### src/rtl/target_port_pkg.sv
// Shared types and frame constants for the serial-to-target bridge port.
package target_port_pkg;

    localparam int ADDR_W = 16;
    localparam int DATA_W = 8;
    localparam int CNT_W  = 5;

    // Frame bit counts: rw + address, plus data on writes (parity excluded).
    localparam int RD_FRAME_BITS = 1 + ADDR_W;
    localparam int WR_FRAME_BITS = 1 + ADDR_W + DATA_W;

    typedef enum logic [2:0] {
        IDLE,
        RX_ADDR,
        RX_DATA,
        RX_PAR,
        ISSUE,
        WAIT_ACK,
        TX_DATA,
        DONE
    } state_t;

endpackage

### src/rtl/target_port_txser.sv
// Parallel-load MSB-first serializer returning target read data on the bus.
module target_port_txser
    import target_port_pkg::*;
(
    input  logic              clk,
    input  logic              rst_n,
    input  logic              load,
    input  logic [DATA_W-1:0] data,
    output logic              tx_bit,
    output logic              tx_valid,
    output logic              done
);

    localparam int CW = $clog2(DATA_W + 1);

    logic [DATA_W-1:0] shreg;
    logic [CW-1:0]     cnt;

    always_ff @(posedge clk or negedge rst_n) begin
        if (!rst_n) begin
            shreg <= '0;
            cnt   <= '0;
        end else if (load) begin
            shreg <= data;
            cnt   <= CW'(DATA_W);
        end else if (cnt != '0) begin
            shreg <= {shreg[DATA_W-2:0], 1'b0};
            cnt   <= cnt - 1'b1;
        end
    end

    assign tx_valid = (cnt != '0);
    assign tx_bit   = shreg[DATA_W-1] & tx_valid;
    // High on the last of the valid cycles.
    assign done     = (cnt == CW'(1));

endmodule

### src/rtl/target_port.sv
// Serial frame receiver issuing single target accesses and returning reads.
// Optional even parity bit per frame: define TARGET_PORT_PARITY_EN.
module target_port
    import target_port_pkg::*;
#(
    parameter int ACK_TIMEOUT = 15
) (
    input  logic              clk,
    input  logic              rst_n,
    input  logic              bus_rx_bit,
    input  logic              bus_rx_valid,
    output logic              bus_tx_bit,
    output logic              bus_tx_valid,
    output logic              bus_ack,
    output logic              bus_err,
    output logic              port_busy,
    output logic [ADDR_W-1:0] tgt_addr,
    output logic              tgt_addr_valid,
    output logic [DATA_W-1:0] tgt_wdata,
    output logic              tgt_wdata_valid,
    output logic              tgt_rw,
    input  logic [DATA_W-1:0] tgt_rdata,
    input  logic              tgt_rdata_valid,
    input  logic              tgt_ack,
    input  logic              tgt_ready
);

    localparam int TO_W = $clog2(ACK_TIMEOUT + 1);

`ifdef TARGET_PORT_PARITY_EN
    localparam state_t RX_END = RX_PAR;
`else
    localparam state_t RX_END = ISSUE;
`endif

    state_t state;
    state_t state_nx;

    logic [CNT_W-1:0]  bit_cnt;
    logic [TO_W-1:0]   wait_cnt;
    logic              rw_q;
    logic [ADDR_W-1:0] addr_q;
    logic [DATA_W-1:0] wdata_q;
    logic [DATA_W-1:0] rdata_q;
    logic              err_nx;
    logic              tx_load;
    logic              tx_done;
    logic [DATA_W-1:0] tx_data;
    logic              addr_last;
    logic              data_last;

`ifdef TARGET_PORT_PARITY_EN
    logic              par_q;
`endif

    assign addr_last = (bit_cnt == CNT_W'(RD_FRAME_BITS - 1));
    assign data_last = (bit_cnt == CNT_W'(WR_FRAME_BITS - 1));

    always_ff @(posedge clk or negedge rst_n) begin
        if (!rst_n) begin
            state <= IDLE;
        end else begin
            state <= state_nx;
        end
    end

    always_comb begin
        state_nx        = state;
        tgt_addr_valid  = 1'b0;
        tgt_wdata_valid = 1'b0;
        tx_load         = 1'b0;
        err_nx          = 1'b0;
        unique case (state)
            IDLE: begin
                if (bus_rx_valid) begin
                    state_nx = RX_ADDR;
                end
            end
            RX_ADDR: begin
                if (bus_rx_valid && addr_last) begin
                    state_nx = rw_q ? RX_DATA : RX_END;
                end
            end
            RX_DATA: begin
                if (bus_rx_valid && data_last) begin
                    state_nx = RX_END;
                end
            end
            RX_PAR: begin
`ifdef TARGET_PORT_PARITY_EN
                if (bus_rx_valid) begin
                    if (par_q ^ bus_rx_bit) begin
                        err_nx   = 1'b1;
                        state_nx = IDLE;
                    end else begin
                        state_nx = ISSUE;
                    end
                end
`else
                state_nx = IDLE;
`endif
            end
            ISSUE: begin
                if (tgt_ready) begin
                    tgt_addr_valid  = 1'b1;
                    tgt_wdata_valid = rw_q;
                    state_nx        = WAIT_ACK;
                end
            end
            WAIT_ACK: begin
                if (tgt_ack) begin
                    if (rw_q) begin
                        state_nx = DONE;
                    end else begin
                        tx_load  = 1'b1;
                        state_nx = TX_DATA;
                    end
                end else if (wait_cnt == TO_W'(ACK_TIMEOUT - 1)) begin
                    // Last permitted cycle elapsed without an ack.
                    err_nx   = 1'b1;
                    state_nx = IDLE;
                end
            end
            TX_DATA: begin
                if (tx_done) begin
                    state_nx = DONE;
                end
            end
            DONE: begin
                state_nx = IDLE;
            end
            default: begin
                state_nx = IDLE;
            end
        endcase
    end

    always_ff @(posedge clk or negedge rst_n) begin
        if (!rst_n) begin
            bit_cnt  <= '0;
            wait_cnt <= '0;
            rw_q     <= 1'b0;
            addr_q   <= '0;
            wdata_q  <= '0;
            rdata_q  <= '0;
            bus_ack  <= 1'b0;
            bus_err  <= 1'b0;
        end else begin
            bus_ack <= (state == DONE);
            bus_err <= err_nx;
            if (bus_rx_valid) begin
                if (state == IDLE) begin
                    rw_q    <= bus_rx_bit;
                    bit_cnt <= CNT_W'(1);
                end else if (state == RX_ADDR) begin
                    addr_q  <= {addr_q[ADDR_W-2:0], bus_rx_bit};
                    bit_cnt <= bit_cnt + 1'b1;
                end else if (state == RX_DATA) begin
                    wdata_q <= {wdata_q[DATA_W-2:0], bus_rx_bit};
                    bit_cnt <= bit_cnt + 1'b1;
                end
            end
            if (state == ISSUE) begin
                wait_cnt <= '0;
            end else if (state == WAIT_ACK) begin
                wait_cnt <= wait_cnt + 1'b1;
            end
            if (state == WAIT_ACK && tgt_rdata_valid) begin
                rdata_q <= tgt_rdata;
            end
        end
    end

`ifdef TARGET_PORT_PARITY_EN
    always_ff @(posedge clk or negedge rst_n) begin
        if (!rst_n) begin
            par_q <= 1'b0;
        end else if (bus_rx_valid) begin
            if (state == IDLE) begin
                par_q <= bus_rx_bit;
            end else if (state == RX_ADDR || state == RX_DATA) begin
                par_q <= par_q ^ bus_rx_bit;
            end
        end
    end
`endif

    // Data arriving with the ack is forwarded straight to the serializer.
    assign tx_data = tgt_rdata_valid ? tgt_rdata : rdata_q;

    target_port_txser u_txser (
        .clk      (clk),
        .rst_n    (rst_n),
        .load     (tx_load),
        .data     (tx_data),
        .tx_bit   (bus_tx_bit),
        .tx_valid (bus_tx_valid),
        .done     (tx_done)
    );

    assign port_busy = (state != IDLE);
    assign tgt_addr  = addr_q;
    assign tgt_wdata = wdata_q;
    assign tgt_rw    = rw_q;

endmodule

### config.mk
export PLATFORM = sky130hd
export DESIGN_NAME = target_port
export DESIGN_NICKNAME = d
export VERILOG_FILES = /design/src/rtl/target_port_pkg.sv /design/src/rtl/target_port_txser.sv /design/src/rtl/target_port.sv
export SDC_FILE = /design/constraint.sdc
export NUM_CORES = 1
export LEC_CHECK = 0
export ABC_AREA = 1
export BUFFER_PORTS_ARGS = -buffer_cell sky130_fd_sc_hd__buf_2
export CORE_MARGIN = 1
export CORE_UTILIZATION = 56
export DETAILED_ROUTE_END_ITERATION = 12
export PLACE_DENSITY = 0.79
export SETUP_SLACK_MARGIN = 0.02
export SLEW_MARGIN = 10
export SYNTH_ARGS = -nofsm -noshare
export SYNTH_HDL_FRONTEND = slang
export SYNTH_SLANG_ARGS = --single-unit
### constraint.sdc
create_clock -name clk -period 2.05 [get_ports clk]
set_input_delay 0.3075 -clock clk [delete_from_list [all_inputs] [get_ports clk]]
set_output_delay 0.3075 -clock clk [all_outputs]
set_load 0.02 [all_outputs]
==> results of run 1 <==
## registers in the layout, indices dropped and copies added, names as in the netlist
register / flops
bit_cnt: 5
bus_ack: 1
bus_err: 1
rdata_q: 8
state: 3
tgt_addr: 16
tgt_rw: 1
tgt_wdata: 8
u_txser.cnt: 4
u_txser.shreg: 8
wait_cnt: 4
## cells in the final DEF, fill, tap and decap left out, drive strengths merged, types with 6 or more instances in the layout
| cell type | netlist | final |
|---|---|---|
| nand2 | 70 | 70 |
| dfrtp | 59 | 59 |
| buf | 5 | 47 |
| inv | 33 | 33 |
| nand3 | 31 | 31 |
| nor2 | 29 | 29 |
| o21ai | 23 | 23 |
| mux2 | 18 | 18 |
| clkbuf | 2 | 10 |
| o211ai | 7 | 7 |
| a21oi | 6 | 6 |
| ha | 6 | 6 |
## routing by layer
layer | track usage | vias up | share of wire | wire, um
li1 | - | 1096 | - | -
met1 | 0.320 | 1037 | 0.47 | 2510
met2 | 0.348 | 60 | 0.47 | 2510
met3 | 0.0625 | 11 | 0.046 | 244
met4 | 0.100 | 0 | 0.019 | 100
met5 | 0 | - | 0 | 0
## worst max-delay path: stages, from the launching register on
cell     delay, ns
dfrtp_1       0.42
inv_1         0.12
ha_1          0.18
nand2_1       0.10
nor2_4        0.15
inv_2         0.11
buf_2         0.17
## cell type report
class / count / area (um2)
Clock inverter: 6 / 65.1
Sequential cell: 59 / 1480
Multi-Input combinational cell: 202 / 1130
Fill cell: 400 / 1470
Inverter: 33 / 124
Timing Repair Buffer: 48 / 260
Tap cell: 67 / 83.8
Clock buffer: 10 / 138
## kinds of logic after synthesis
| logic type | share of synthesized area |
|---|---|
| AND/OR/NAND/NOR | 0.223 |
| adder cells (fa/ha/maj) | 0.0270 |
| AO/OA/AOI/OAI | 0.0793 |
| buffers and inverters | 0.0631 |
| flip-flops | 0.532 |
| multiplexers | 0.0730 |
| XOR/XNOR | 0.00315 |
## final timing paths
path                                            start                        to  slack (ns)  cells past startpoint
max                        u_txser.cnt[0]$_DFFE_PN0P_              bus_tx_valid        0.16                      6
min                                           tgt_ack         bus_err$_DFF_PN0_        0.19                      2
min reg2reg                  tgt_addr[15]$_DFFE_PN0P_  tgt_addr[15]$_DFFE_PN0P_        0.48                      2
min in group asynchronous                       rst_n    rdata_q[6]$_DFFE_PN0P_        0.49                      2
max in group asynchronous                       rst_n    bit_cnt[3]$_DFFE_PN0P_        0.96                      3
max reg2reg                      state[2]$_DFFE_PN0P_    bit_cnt[4]$_DFFE_PN0P_        0.39                      6
## power groups by stage
stage | registers, uW | clock network, uW | logic, uW
after floorplan | 2050 | 0 | 1080
after global placement | 1890 | 0 | 1660
after detailed placement | 1910 | 0 | 1690
after CTS | 1900 | 1080 | 1710
after global routing | 1970 | 1130 | 1930
final | 1900 | 1060 | 1700
## cells in the mapped netlist
cell / number
nor2_4: 2
nand2_2: 2
buf_6: 3
xor2_1: 1
nand3_1: 30
nor2_1: 23
clkbuf_1: 2
o21ai_0: 23
o31ai_1: 2
nand2_4: 1
buf_2: 2
nor3b_1: 1
inv_1: 30
ha_1: 6
a21oi_1: 6
nand3_2: 1
nor3_2: 1
nor3_1: 4
o211ai_1: 7
a211oi_1: 1
nand4_1: 2
mux2_2: 18
inv_2: 3
dfrtp_1: 59
nor2_2: 4
nand2_1: 67
## through the flow
step,utilization,power (uW)
finish,0.690,4670
global route,0.690,5020
CTS,0.688,4690
detailed placement,0.644,3600
global placement,0.644,3550
floorplan,-,3130
## timing repair
item                                    in CTS  in global routing
resized for setup                            0                  2
endpoints found under the hold margin       22                  0
hold buffers                                 1                  0
endpoints found under the setup margin       0                  3
==> out/results.ini, run 1 <==
[finish]
diodes=0
nets=374
design_area_um2=3280
syn_to_final_growth_pct=18.1
finalNonFillerCells=425
drive_above_1_share=0.268

[routing]
drtAntennaViolNets=0
first_pass_iters=4
drtIter0Drc=140
num_vias=2204
wl_per_cell_um=12.6
vias_per_cell=5.19
routed_wl_mm=5.36
drc_errors=0

[timing]
fin_setup_tns_ns=0
hold_slack_ns=0.191
finClkSkew_ns=0.00539
hold_viol=0
setup_slack_ns=0.156
worst_pin_slew_ns=0.561
setup_viol=0
fmax_ghz=0.528
min_period_ns=1.89
rsz0062_at_grt=yes
slew_headroom=0.626
finalMaxSlewViolations=0
fin_crit_sh=0.924

[synth]
synth_top_area_cell=dfrtp_1
yosys-top-cells-area=dfrtp_1 (53%), nand2_1 (9.1%), mux2_2 (7.3%), nand3_1 (5.4%), o21ai_0 (4.1%)
synth_top_area_frac=0.532
synthesis.area_um2=2780
syn_inst=301
avgSynthCellArea_um2=9.23
synthesis.nets=322
yosysUniqueCellTypes=26
yosysSeqAreaShare=0.532
synth_seq_cells=59
ys_warn_count=0

[critical_path]
critPathRequiredTime_ns=1.74
worstSetupStartpointType=flop
arrival_ns=1.59
crit_path_end_kind=output port
critPathKind=flop to output port
path_max_fanout=10

[cts]
clock_latency_ns=0.34
cts_buffer_depth=2
post-cts-setup-buffer-count=0
clk_pin_slew_ns=0.06
h-tree-depth=3
clock-sinks=59
numCtsBuffers=9
cts_root_buf=clkbuf_8
cts_tree=done

[floorplanning]
start_util=0.584
io_pins=47
rows=25
fp.dieArea_um2=5250
die_h_um=72.4
coreArea_um2=4750
chipWidth_um=72.4

[placed_design]
gp_congestion=0.859
placed_area_um2=3060
port_buffers=46
dp.final_hpwl_mm=3.63
pre_cts_ws_ns=0.373
dp.cells=408

[global_routing]
grt_max_degree=38
grt_pass1_wl_mm=9.23
first_global_vias=2028
grt_use_total=0.232
grt_overflow=0
antenna_found_initial=0

[job]
drv_cap=0

[power]
p_per_area_nw_per_um2=1420
p_seq_frac=0.408
p_int_uw=2790
ir_drop_mv=0.898
p_switching_uw=1880
comb_power_share=0.365
pwr-share-clk=0.228
sw_frac_of_total=0.403
p_leak_uw=0.00174

[hold_path]
hold_path_class=primary input to flop

[outcome]
status=finished, final reports clean

No activity file was read; power rests on OpenSTA's default activity.
==> run 2, diff against run 1 <==
- PLACE_DENSITY: 0.79 -> 0.87
- clock period: 2.05 -> 1.8 ns (I/O delays scaled with it)
==> run 2 against run 1 <==
Net effect: count of clock-buffer cells in the layout is 1 higher; non-clock buffer count is 6 higher; cell count is 1.4% higher; final area is 2.5% higher; sequential share of layout area is 1.0 points lower; register-to-register slack worse by 0.18 ns; via count is 3.3% higher; critical path depth is 1 higher; critical path type unchanged; highest routed layer unchanged.
==> out/results.ini, run 2 (synthesized netlist as in run 1, its figures left out) <==
[outcome]
status=finished, final reports clean

[global_routing]
grt_overflow=0
grt_use_total=0.236
grt_pass1_wl_mm=9.34
grt_max_degree=39
first_global_vias=2096
antenna_found_initial=0

[routing]
drtIter0Drc=171
vias_per_cell=5.28
first_pass_iters=7
routed_wl_mm=5.70
wl_per_cell_um=13.2
num_vias=2277
drtAntennaViolNets=0
drc_errors=0

[power]
p_per_area_nw_per_um2=1670
p_leak_uw=0.00177
power.total_uw=5630
ir_drop_mv=1.21

[cts]
clk_pin_slew_ns=0.06
cts_root_buf=clkbuf_8
clock_latency_ns=0.34
numCtsBuffers=9
h-tree-depth=3
cts_tree=done
clock-sinks=59
cts_buffer_depth=2

[critical_path]
r2r_slack_ns=0.21
crit_path_end_kind=output port
critPathRequiredTime_ns=1.53
worstSetupStartpointType=flop
crit_path_max_incr_delay_ns=0.41
critPathKind=flop to output port
path_max_fanout=3
slowest_stage=dfrtp_1
path_cells=inv_2, ha_4, nand2_2, nor2_4, buf_6, nor2_1, buf_2
arrival_ns=1.50

[floorplanning]
chipWidth_um=72.4
die_h_um=72.4
rows=25
coreArea_um2=4750
io_pins=47
fp.dieArea_um2=5250
start_util=0.584

[hold_path]
hold_path_class=primary input to flop

[timing]
slew_headroom=0.654
finClkSkew_ns=0.00601
worst_pin_slew_ns=0.517
finalMaxSlewViolations=0
fmax_ghz=0.565
setup_viol=0
min_period_ns=1.77
hold_viol=0
fin_crit_sh=0.983
setup_slack_ns=0.0314

[finish]
nets=380
mostFrequentLayoutCell=nand2_1
diodes=0
syn_to_final_growth_pct=21.1
layout_common_cells=nand2_1 (65), dfrtp_1 (57), buf_2 (46)
fillers=350
largest_register_ff_count=16
drive_above_1_share=0.297

[placed_design]
port_buffers=46
pre_cts_ws_ns=0.172
gp_congestion=0.885
dp.final_hpwl_mm=3.86

[job]
drv_cap=0

-- run 2: changes by cell type in the layout (fill, tap and decap cells not counted), sizes merged --
cell,change
buf,+6
clkbuf,+1
bufinv,+1
clkinv,-2
-- run 2: where the power goes --
group          internal (uW)  total [uW]  switching [uW]
Sequential              1800        2190             395
Combinational            824        2150            1330
Clock                    775        1290             514
-- run 2: final timing paths --
| path | start | end | cells past startpoint |
|---|---|---|---|
| worst max-delay path | u_txser.cnt[1]$_DFFE_PN0P_ | bus_tx_bit | 7 |
| worst min-delay path | tgt_ack | bus_err$_DFF_PN0_ | 2 |
| worst max register to register | state[2]$_DFFE_PN0P_ | bit_cnt[4]$_DFFE_PN0P_ | 6 |
| worst min register to register | wait_cnt[3]$_DFFE_PN0P_ | wait_cnt[3]$_DFFE_PN0P_ | 1 |
| max in group asynchronous | rst_n | state[1]$_DFFE_PN0P_ | 3 |
| min in group asynchronous | rst_n | rdata_q[6]$_DFFE_PN0P_ | 2 |
-- run 2: cell type report --
type | count | area, um2 | area share
timing repair buffer | 54 | 309 | 0.0919
multi-input combinational | 202 | 1160 | 0.344
inverter | 33 | 126 | 0.0376
clock buffer | 11 | 131 | 0.0391
tap | 67 | 83.8 | 0.0249
clock inverter | 5 | 77.6 | 0.0231
sequential | 59 | 1480 | 0.440
-- run 2: worst max-delay path: cells and delay by family, from the launching register on --
kind          cells  cell delay (ns)
buf+inv           3             0.36
simple gates      3             0.27
fa+ha+maj         1             0.13
flops             1             0.41
-- run 2: stage by stage --
step / utilization / instance area (um2) / cells / hold WS (ns) / TNS (ns)
final: 0.707 / 3360 / 431 / 0.149 / 0
after global routing: 0.707 / 3360 / 431 / 0.146 / -0.0280
after CTS: 0.696 / 3310 / 428 / 0.141 / 0
after detailed placement: 0.647 / 3080 / 410 / 0.267 / 0
after global placement: 0.647 / 3080 / 410 / 0.262 / 0
after floorplan: - / 2780 / 301 / -0.0256 / 0
-- run 2: metal layers --
layer	vias up	GRT usage	routed length, um
li1	1104	-	-
met1	1095	0.310	2480
met2	69	0.375	2840
met3	9	0.0556	262
met4	0	0.107	113
met5	-	0	0
-- run 2: repair_timing --
action                     in CTS  in global routing
pin swaps                       0                  1
setup buffers                   1                  3
resized for setup               4                  9
hold buffers                    1                  0
hold endpoints to repair       21                  0
setup endpoints to repair       3                  4
==> run 3, diff against run 2 <==
- CORE_UTILIZATION: 56 -> 50
- PLACE_DENSITY: 0.87 -> 0.82
- clock period: 1.8 -> 1.5 ns (I/O delays scaled with it)
==> run 3 against run 2 <==
Net effect: the flow now finishes with violations (negative setup slack); worst setup slack worse by 0.15 ns; non-clock buffer count is 27 higher; core utilization is 1.0 points higher; flip-flop and latch count stayed put; total power is 38% higher; clock skew hardly changed; routed wire length is 16% higher; die area is 12% higher; sequential share of layout area is 4.6 points lower; via count is 6.9% higher; critical path type unchanged; critical endpoint unchanged.
==> out/results.ini, run 3 (synthesized netlist as in run 1, its figures left out) <==
[outcome]
status=finished, violations left
violations=negative setup slack

[power]
p_per_area_nw_per_um2=2070
p_leak_uw=0.00195
p_int_uw=4730
p_seq_frac=0.335
pwr-share-clk=0.220
ir_drop_mv=1.21
comb_power_share=0.445
p_switching_uw=3030
sw_frac_of_total=0.391

[floorplanning]
rows=26
chipWidth_um=76.5
die_h_um=76.5
fp.dieArea_um2=5860
coreArea_um2=5240
io_pins=47
start_util=0.530

[cts]
cts_root_buf=clkbuf_8
numCtsBuffers=9
clk_pin_slew_ns=0.07
cts_buffer_depth=2
clock-sinks=59
clock_latency_ns=0.33
cts_tree=done
h-tree-depth=3

[timing]
worst_pin_slew_ns=0.372
setup_viol=6
min_period_ns=1.62
finClkSkew_ns=0.00576
fin_crit_sh=1.08
finalMaxSlewViolations=0
hold_viol=0
rsz0062_at_grt=yes
fmax_ghz=0.619
slew_headroom=0.751
setup_slack_ns=-0.117

[finish]
largest_register_ff_count=16
nets=408
layout_common_cells=nand2_1 (62), dfrtp_1 (56), buf_2 (42)
fillers=361
design_area_um2=3760
mostFrequentLayoutCell=nand2_1
diodes=0
utilization=0.717
syn_to_final_growth_pct=35.3
drive_above_1_share=0.379
multi_input_area_um2=1260
regArea_um2=1480

[placed_design]
dp.final_hpwl_mm=3.86
placed_area_um2=3140
gp_congestion=0.896
port_buffers=46

[global_routing]
first_global_vias=2343
grt_max_degree=60
antenna_found_initial=0
grt_pass1_wl_mm=10.6
grt_overflow=0
grt_use_total=0.233

[routing]
drc_errors=0
routed_wl_mm=6.62
wl_per_cell_um=14.4
num_vias=2434
drtAntennaViolNets=0
drtIter0Drc=245
first_pass_iters=5
vias_per_cell=5.28

[critical_path]
crit_path_max_incr_delay_ns=0.41
cpLargestDelayFamily=flip-flops
critPathKind=flop to output port
critPathRequiredTime_ns=1.27
path_max_fanout=3
slowest_stage=dfrtp_1
worstSetupStartpointType=flop
path_cells=inv_2, ha_4, nand2_4, nor2_4, nor2_1, buf_4
arrival_ns=1.39
crit_buf_inv=2
crit_path_end_kind=output port

[job]
drv_cap=0

[hold_path]
hold_path_class=primary input to flop

## run 3: final timing paths
| kind | cells past startpoint | slack, ns | end | startpoint |
|---|---|---|---|---|
| setup / recovery | 6 | -0.12 | bus_tx_bit | u_txser.cnt[0]$_DFFE_PN0P_ |
| hold / removal | 2 | 0.11 | bus_err$_DFF_PN0_ | tgt_ack |
| setup reg to reg | 11 | -0.08 | state[2]$_DFFE_PN0P_ | u_txser.cnt[1]$_DFFE_PN0P_ |
| hold reg to reg | 1 | 0.48 | wait_cnt[3]$_DFFE_PN0P_ | wait_cnt[3]$_DFFE_PN0P_ |
| max in group asynchronous | 3 | 0.81 | state[1]$_DFFE_PN0P_ | rst_n |
| min in group asynchronous | 3 | 0.43 | rdata_q[5]$_DFFE_PN0P_ | rst_n |
## run 3: metrics by stage
stage	setup TNS [ns]	cells	worst slack [ns]	hold slack (ns)	total power (uW)
after CTS	-0.184	448	-0.0916	0.0876	7190
after floorplan	0	301	0.0568	-0.0706	4290
after detailed placement	-0.105	420	-0.0595	0.252	5090
final	-0.414	461	-0.117	0.114	7760
after global placement	-0.00956	420	-0.00956	0.253	4990
after global routing	-0.973	461	-0.169	0.125	8210
## run 3: final cells by class
class | count | share of cell area
clock buffer | 9 | 0.0330
multi-input combinational | 203 | 0.335
sequential | 59 | 0.394
inverter | 33 | 0.0343
clock inverter | 6 | 0.0280
tap | 70 | 0.0233
timing repair buffer | 81 | 0.152
## run 3: layer usage
metal / GRT usage / share of wire
met1: 0.288 / 0.43
met2: 0.389 / 0.51
met3: 0.0623 / 0.040
met4: 0.0865 / 0.011
met5: 0 / 0
## run 3: timing repair
action                     4_1_cts  5_1_grt
cloned                           0        1
pin swaps                        6       11
resized for setup               22       28
hold buffers                     1        0
hold endpoints to repair        59        0
buffers inserted                12       12
setup endpoints to repair       18       19
## run 3: power groups by stage
stage,Clock (uW),Combinational (uW),Sequential (uW)
6_report,1710,3450,2600
2_1_floorplan,0,1490,2800
3_3_place_gp,0,2410,2570
3_5_place_dp,0,2490,2600
5_1_grt,1800,3750,2670
4_1_cts,1720,2890,2570
